`src/rtl/hll_dma_write_packer.sv`:
```
// Bridges the hyperloglog_ip write-command and 32-bit data streams onto a
// 512-bit DMA write port: one DMA command per input command, 16 words per beat.
module hll_dma_write_packer #(
  parameter int ADDR_W = 64,
  parameter int LEN_W  = 32,
  parameter int IN_W   = 32,
  parameter int OUT_W  = 512
) (
  input  logic                    clk,
  input  logic                    rstn,
  input  logic                    s_cmd_valid,
  output logic                    s_cmd_ready,
  input  logic [ADDR_W+LEN_W-1:0] s_cmd_data,
  input  logic                    s_data_valid,
  output logic                    s_data_ready,
  input  logic [IN_W-1:0]         s_data_data,
  input  logic [IN_W/8-1:0]       s_data_keep,
  input  logic                    s_data_last,
  output logic                    m_cmd_valid,
  input  logic                    m_cmd_ready,
  output logic [ADDR_W-1:0]       m_cmd_address,
  output logic [LEN_W-1:0]        m_cmd_length,
  output logic                    m_data_valid,
  input  logic                    m_data_ready,
  output logic [OUT_W-1:0]        m_data_data,
  output logic [OUT_W/8-1:0]      m_data_keep,
  output logic                    m_data_last,
  output logic [31:0]             status_cmd_cnt,
  output logic                    status_len_err
);

  localparam int NW    = OUT_W / IN_W;
  localparam int KW    = IN_W / 8;
  localparam int IDX_W = (NW > 1) ? $clog2(NW) : 1;

  typedef enum logic [1:0] {
    ST_IDLE  = 2'd0,
    ST_CMD   = 2'd1,
    ST_PACK  = 2'd2,
    ST_DRAIN = 2'd3
  } state_t;

  function automatic logic [LEN_W-1:0] popcount(input logic [KW-1:0] keep);
    logic [LEN_W-1:0] cnt;
    cnt = '0;
    for (int i = 0; i < KW; i++) begin
      cnt = cnt + {{(LEN_W-1){1'b0}}, keep[i]};
    end
    return cnt;
  endfunction

  state_t                     state_r;
  logic                       cmd_rdy_r;
  logic                       pack_r;
  logic                       m_cmd_valid_r;
  logic [ADDR_W-1:0]          addr_r;
  logic [LEN_W-1:0]           len_r;
  logic [LEN_W-1:0]           bytes_r;
  logic [31:0]                cnt_r;
  logic                       len_err_r;

  logic [NW-1:0][IN_W-1:0]    buf_data_r;
  logic [NW-1:0][KW-1:0]      buf_keep_r;
  logic [IDX_W-1:0]           idx_r;
  logic [NW-1:0][IN_W-1:0]    out_data_r;
  logic [NW-1:0][KW-1:0]      out_keep_r;
  logic                       out_valid_r;
  logic                       out_last_r;

  logic                       cmd_acc_s;
  logic [ADDR_W-1:0]          cmd_addr_s;
  logic [LEN_W-1:0]           cmd_len_s;
  logic                       s_data_ready_s;
  logic                       data_acc_s;
  logic                       flush_s;
  logic [LEN_W-1:0]           bytes_next_s;
  logic [NW-1:0][IN_W-1:0]    merged_data_s;
  logic [NW-1:0][KW-1:0]      merged_keep_s;

  assign cmd_addr_s = s_cmd_data[ADDR_W-1:0];
  assign cmd_len_s  = s_cmd_data[ADDR_W +: LEN_W];
  assign cmd_acc_s  = s_cmd_valid & cmd_rdy_r;

  // Input stalls only while a full beat is waiting on a blocked DMA port.
  assign s_data_ready_s = pack_r & ~(out_valid_r & ~m_data_ready);
  assign data_acc_s     = s_data_valid & s_data_ready_s;
  assign flush_s        = data_acc_s & (s_data_last | (idx_r == IDX_W'(NW-1)));

  // Pack buffer with the incoming word placed in the current lane, plus byte tally
  always_comb begin
    merged_data_s        = buf_data_r;
    merged_keep_s        = buf_keep_r;
    merged_data_s[idx_r] = s_data_data;
    merged_keep_s[idx_r] = s_data_keep;
    bytes_next_s         = bytes_r + popcount(s_data_keep);
  end

  // Command FSM: command capture, DMA command issue, length check and status
  always_ff @(posedge clk or negedge rstn) begin
    if (!rstn) begin
      state_r       <= ST_IDLE;
      cmd_rdy_r     <= 1'b0;
      pack_r        <= 1'b0;
      m_cmd_valid_r <= 1'b0;
      addr_r        <= '0;
      len_r         <= '0;
      bytes_r       <= '0;
      cnt_r         <= 32'd0;
      len_err_r     <= 1'b0;
    end else begin
      case (state_r)
        ST_IDLE: begin
          if (cmd_acc_s) begin
            if (cmd_len_s == '0) begin
              len_err_r <= 1'b1;
            end else begin
              addr_r        <= cmd_addr_s;
              len_r         <= cmd_len_s;
              m_cmd_valid_r <= 1'b1;
              cmd_rdy_r     <= 1'b0;
              state_r       <= ST_CMD;
            end
          end else begin
            cmd_rdy_r <= 1'b1;
          end
        end
        ST_CMD: begin
          if (m_cmd_ready) begin
            m_cmd_valid_r <= 1'b0;
            cnt_r         <= cnt_r + 32'd1;
            pack_r        <= 1'b1;
            state_r       <= ST_PACK;
          end else begin
            m_cmd_valid_r <= 1'b1;
          end
        end
        ST_PACK: begin
          if (data_acc_s) begin
            bytes_r <= bytes_next_s;
            if (s_data_last) begin
              pack_r  <= 1'b0;
              state_r <= ST_DRAIN;
              if (bytes_next_s != len_r) begin
                len_err_r <= 1'b1;
              end else begin
                len_err_r <= len_err_r;
              end
            end else begin
              pack_r <= 1'b1;
            end
          end else begin
            pack_r <= 1'b1;
          end
        end
        ST_DRAIN: begin
          if (out_valid_r && m_data_ready) begin
            bytes_r   <= '0;
            cmd_rdy_r <= 1'b1;
            state_r   <= ST_IDLE;
          end else begin
            cmd_rdy_r <= 1'b0;
          end
        end
        default: begin
          state_r       <= ST_IDLE;
          cmd_rdy_r     <= 1'b0;
          pack_r        <= 1'b0;
          m_cmd_valid_r <= 1'b0;
        end
      endcase
    end
  end

  // Lane packing and the AXIS-stable output beat register
  always_ff @(posedge clk or negedge rstn) begin
    if (!rstn) begin
      buf_data_r  <= '0;
      buf_keep_r  <= '0;
      idx_r       <= '0;
      out_data_r  <= '0;
      out_keep_r  <= '0;
      out_valid_r <= 1'b0;
      out_last_r  <= 1'b0;
    end else begin
      if (data_acc_s) begin
        if (flush_s) begin
          // Cleared buffer guarantees unwritten lanes leave as data=0, keep=0.
          buf_data_r <= '0;
          buf_keep_r <= '0;
          idx_r      <= '0;
        end else begin
          buf_data_r <= merged_data_s;
          buf_keep_r <= merged_keep_s;
          idx_r      <= idx_r + IDX_W'(1);
        end
      end
      if (flush_s) begin
        out_data_r  <= merged_data_s;
        out_keep_r  <= merged_keep_s;
        out_last_r  <= s_data_last;
        out_valid_r <= 1'b1;
      end else if (m_data_ready) begin
        out_valid_r <= 1'b0;
      end else begin
        out_valid_r <= out_valid_r;
      end
    end
  end

  assign s_cmd_ready    = cmd_rdy_r;
  assign s_data_ready   = s_data_ready_s;
  assign m_cmd_valid    = m_cmd_valid_r;
  assign m_cmd_address  = addr_r;
  assign m_cmd_length   = len_r;
  assign m_data_valid   = out_valid_r;
  assign m_data_data    = out_data_r;
  assign m_data_keep    = out_keep_r;
  assign m_data_last    = out_last_r;
  assign status_cmd_cnt = cnt_r;
  assign status_len_err = len_err_r;

endmodule
```
`config.mk`:
```
export PLATFORM = sky130hd
export DESIGN_NAME = hll_dma_write_packer
export DESIGN_NICKNAME = d
export VERILOG_FILES = /design/src/rtl/hll_dma_write_packer.sv
export SDC_FILE = /design/constraint.sdc
export NUM_CORES = 2
export LEC_CHECK = 0
export CAP_MARGIN = 10
export CORE_MARGIN = 1
export CORE_UTILIZATION = 40
export DETAILED_ROUTE_END_ITERATION = 7
export GPL_ROUTABILITY_DRIVEN = 0
export PLACE_DENSITY = 0.67
export SYNTH_ARGS = -nofsm -noshare
export SYNTH_HDL_FRONTEND = slang
export SYNTH_SLANG_ARGS = --single-unit
```
`constraint.sdc`:
```
create_clock -name clk -period 3.8 [get_ports clk]
set_clock_uncertainty 0.05 [all_clocks]
set_input_delay 1.14 -clock clk [delete_from_list [all_inputs] [get_ports clk]]
set_output_delay 1.14 -clock clk [all_outputs]
set_load 0.02 [all_outputs]
```
==> metrics.yaml <==
routing:
  routed_wl_um: 191000
  viasPerCell: 5.62
  drc: 0
  vias: 41500
  postRouteAntennaNets: 0
  dr.first_iter.drc_count: 3532
  wire_per_inst_um: 25.9
  first_pass_iters: 6
outcome:
  outcome: "completed"
logic_synthesis:
  ys_ff_latch: 1324
  synth.top_cells.by_area: "dfrtp_1, mux2i_1, a22o_1"
  ys.flop_type: "dfrtp_1"
  yosysTopAreaCellShare_pct: 60.3
  netlist_instances: 4718
  synthesis.nets: 4870
  syn_area_um2: 54900
  ys_types: 58
  synth_edf_count: 0
  yosysTopAreaCell: "dfrtp_1"
  synth.avg_cell_area_um2: 11.6
  ys_async_sr_fraction_pct: 100
  yosysWarnings: 0
  ys_seq_area_share_pct: 60.3
layout:
  area_growth_pct: 29.9
  drive_gt1_share_pct: 11.7
  diodes: 0
  nNetsFinal: 5642
  fill_cells: 11600
  postLayoutCellArea_um2: 71300
global_route:
  grt_pass1_wl_um: 281000
  antenna_found_initial: 6
  grt_use_total_pct: 27.4
  grt_max_degree: 116
  grt_pass1_vias: 41100
  overflow: 0
setup_path:
  path_class: "input pin to register"
  timing.rr.end: "status_len_err$_DFFE_PN0P_"
  critical_path_required_ns: 4.38
  cp_top_family: "simple AND/OR/NAND/NOR gates"
  max_stage_delay_ns: 0.57
  crit_path_start_kind: "input pin"
  path_cells: "buf_6 -> fa_1 -> inv_1 -> fa_2 -> inv_2 -> fa_2 -> nand4_4 -> or3_4 -> nor4_4 -> nor4b_4 -> o211ai_1 -> nor4b_4 -> a41oi_2"
  path_buf_inv: 3
  r2r_start: "bytes_r[0]$_DFFE_PN0P_"
  cp.arrival_ns: 4.29
  cp_max_fo: 3
  r2r_cells: 11
  endpoint_kind: "register"
  r2r_setup_slack_ns: 0.74
  critPathSlowestCell: "fa_1"
sta:
  rsz0062_at_grt: "no"
  setup_violations: 0
  slew_headroom_pct: 19.9
  hold_viol: 0
  drv_slew: 0
  min_period_ns: 3.70
  finalSetupTns_ns: 0
  fin_crit_sh_pct: 97.4
  worst_pin_slew_ns: 1.20
  max_freq_mhz: 270
clocking:
  htree_num_levels: 4
  clockBufferDepth: 3
  tritoncts: "yes"
  cts_sinks: 1324
  cts.clk_slew.worst_paths_ns: 0.06
  clk_latency_ns: 0.80
  cts_root_buf: "clkbuf_16"
  hold_buffers: 0
  cts_buffers: 144
power:
  pwr_density_cell_nw_per_um2: 642
  power.leakage_nw: 33.8
  vdd_drop_max_mv: 0.569
placed_design:
  dpl_cell_area_um2: 66500
  io_buffers: 848
  dpl.hpwl_um: 128000
die:
  die-area_um2: 139000
  core-area_um2: 136000
  die_h_um: 373
  die_w_um: 373
  fp-row-count: 135
  start_util_pct: 40.4
  pin_count: 849
run:
  cap_violations: 0
worst_hold_path:
  min_path_type: "input pin to asynchronous set/reset pin"
[cells in the final DEF (no fill, tap or decap), types with 7 or more instances in the layout]
cell type and n:
and3_1 8, clkdlybuf4s50_1 825, nand2_4 9, buf_12 57, clkinv_2 25, inv_1 13, nand4_1 22, nor2_4 13
mux2i_1 540, nand3_1 27, clkbuf_16 145, dfrtp_1 1324, bufinv_16 7, xor2_1 24, nor2_1 82, xnor2_1 54
buf_2 18, clkbuf_8 33, buf_4 171, nor3_1 9, a21o_2 13, nor4_1 12, nand2_1 673, and2_1 41
a31oi_1 36, a22o_1 540, o31ai_1 9, nor2b_1 7, ha_1 10, o21ai_0 586, clkbuf_1 29, a21oi_1 30
mux2_2 98
[stage by stage]
stage          instances  hold WS (ns)  setup WS [ns]  power [W]  util (%)
6_report            7383         0.256         0.0983     0.0458      52.5
5_1_grt             7383         0.278         0.0315     0.0476      52.5
4_1_cts             7381         0.250         0.0503     0.0460      52.5
3_5_place_dp        7123         0.419          -1.05     0.0317      48.9
3_3_place_gp        7123         0.411          -1.02     0.0315      48.9
2_1_floorplan       4718         0.399         -0.277     0.0247         -
[per-layer routing]
layer / wire length (um) / GRT usage, % / share of wire, %
met3: 13300 / 5.18 / 7.0
met1: 81800 / 37.6 / 43
met4: 8300 / 11.5 / 4.3
met2: 88000 / 42.4 / 46
met5: 22 / 0 / 0.011
[cells by family (layout without fill, tap and decap cells)]
group	count (synthesis)	after routing	share of synthesized area [%]
mux	638	638	11.9
simple gates	950	950	7.41
flops	1324	1324	60.3
fa+ha+maj	13	13	0.337
buf+inv	464	1348	3.37
xor+xnor	79	79	1.26
compound gates	1250	1250	15.4
[synth_stat cells (all sizes together) (2+ instances only)]
cell type,count
fa,3
or3,7
a21o,19
mux2i,540
o41ai,6
nand4,23
o31ai,9
clkbuf,338
nor2b,7
inv,14
nor4b,2
a21oi,31
a41oi,3
or2,2
nor3,12
a22o,540
nand2b,5
xnor2,55
buf,112
o22ai,3
dfrtp,1324
mux2,98
a31oi,36
nor4,16
ha,10
and2,44
nand3,33
nor2,96
and3,12
nand2,682
xor2,24
o21ai,593
and4,5
a211oi,3
[worst max-delay path by stage]
stage	to	startpoint	slack, ns	cells past startpoint
after floorplan	status_len_err$_DFFE_PN0P_	s_data_keep[0]	-0.28	13
after global placement	status_len_err$_DFFE_PN0P_	s_data_keep[0]	-1.02	13
after detailed placement	status_len_err$_DFFE_PN0P_	s_data_keep[0]	-1.05	13
after CTS	s_data_ready	m_data_ready	0.05	4
after global routing	status_len_err$_DFFE_PN0P_	s_data_keep[0]	0.03	13
final	status_len_err$_DFFE_PN0P_	s_data_keep[0]	0.1	13
[area by class of cell]
| type | instances | area, um^2 | area share [%] |
|---|---|---|---|
| Sequential cell | 1324 | 33100 | 46.4 |
| Clock inverter | 51 | 618 | 0.866 |
| Multi-Input combinational cell | 2930 | 20300 | 28.4 |
| Clock buffer | 207 | 4190 | 5.88 |
| Tap cell | 1781 | 2230 | 3.12 |
| Timing Repair Buffer | 1076 | 10800 | 15.2 |
| Inverter | 14 | 52.6 | 0.0737 |
[power by group]
part           internal (W)  leakage (nW)  total [W]  switching, W
registers            0.0163          18.1     0.0180       0.00173
clock network       0.00822          2.38     0.0143       0.00606
logic               0.00578          13.4     0.0135       0.00772
[state kept, by name, summed over array words and instances (netlist names)]
register,flops
m_data_keep,64
m_data_valid,1
m_cmd_valid,1
m_data_last,1
m_cmd_address,64
bytes_r,32
buf_keep_r,64
pack_r,1
state_r,2
m_data_data,512
s_cmd_ready,1
buf_data_r,512
status_cmd_cnt,32
idx_r,4
m_cmd_length,32
status_len_err,1
[repair_timing]
item	CTS	global route
resized for setup	7	18
endpoints found under the hold margin	0	0
pin swaps	8	12
setup endpoints to repair	4	2
setup buffers	1	2
Power figures use the tool's default switching activity.
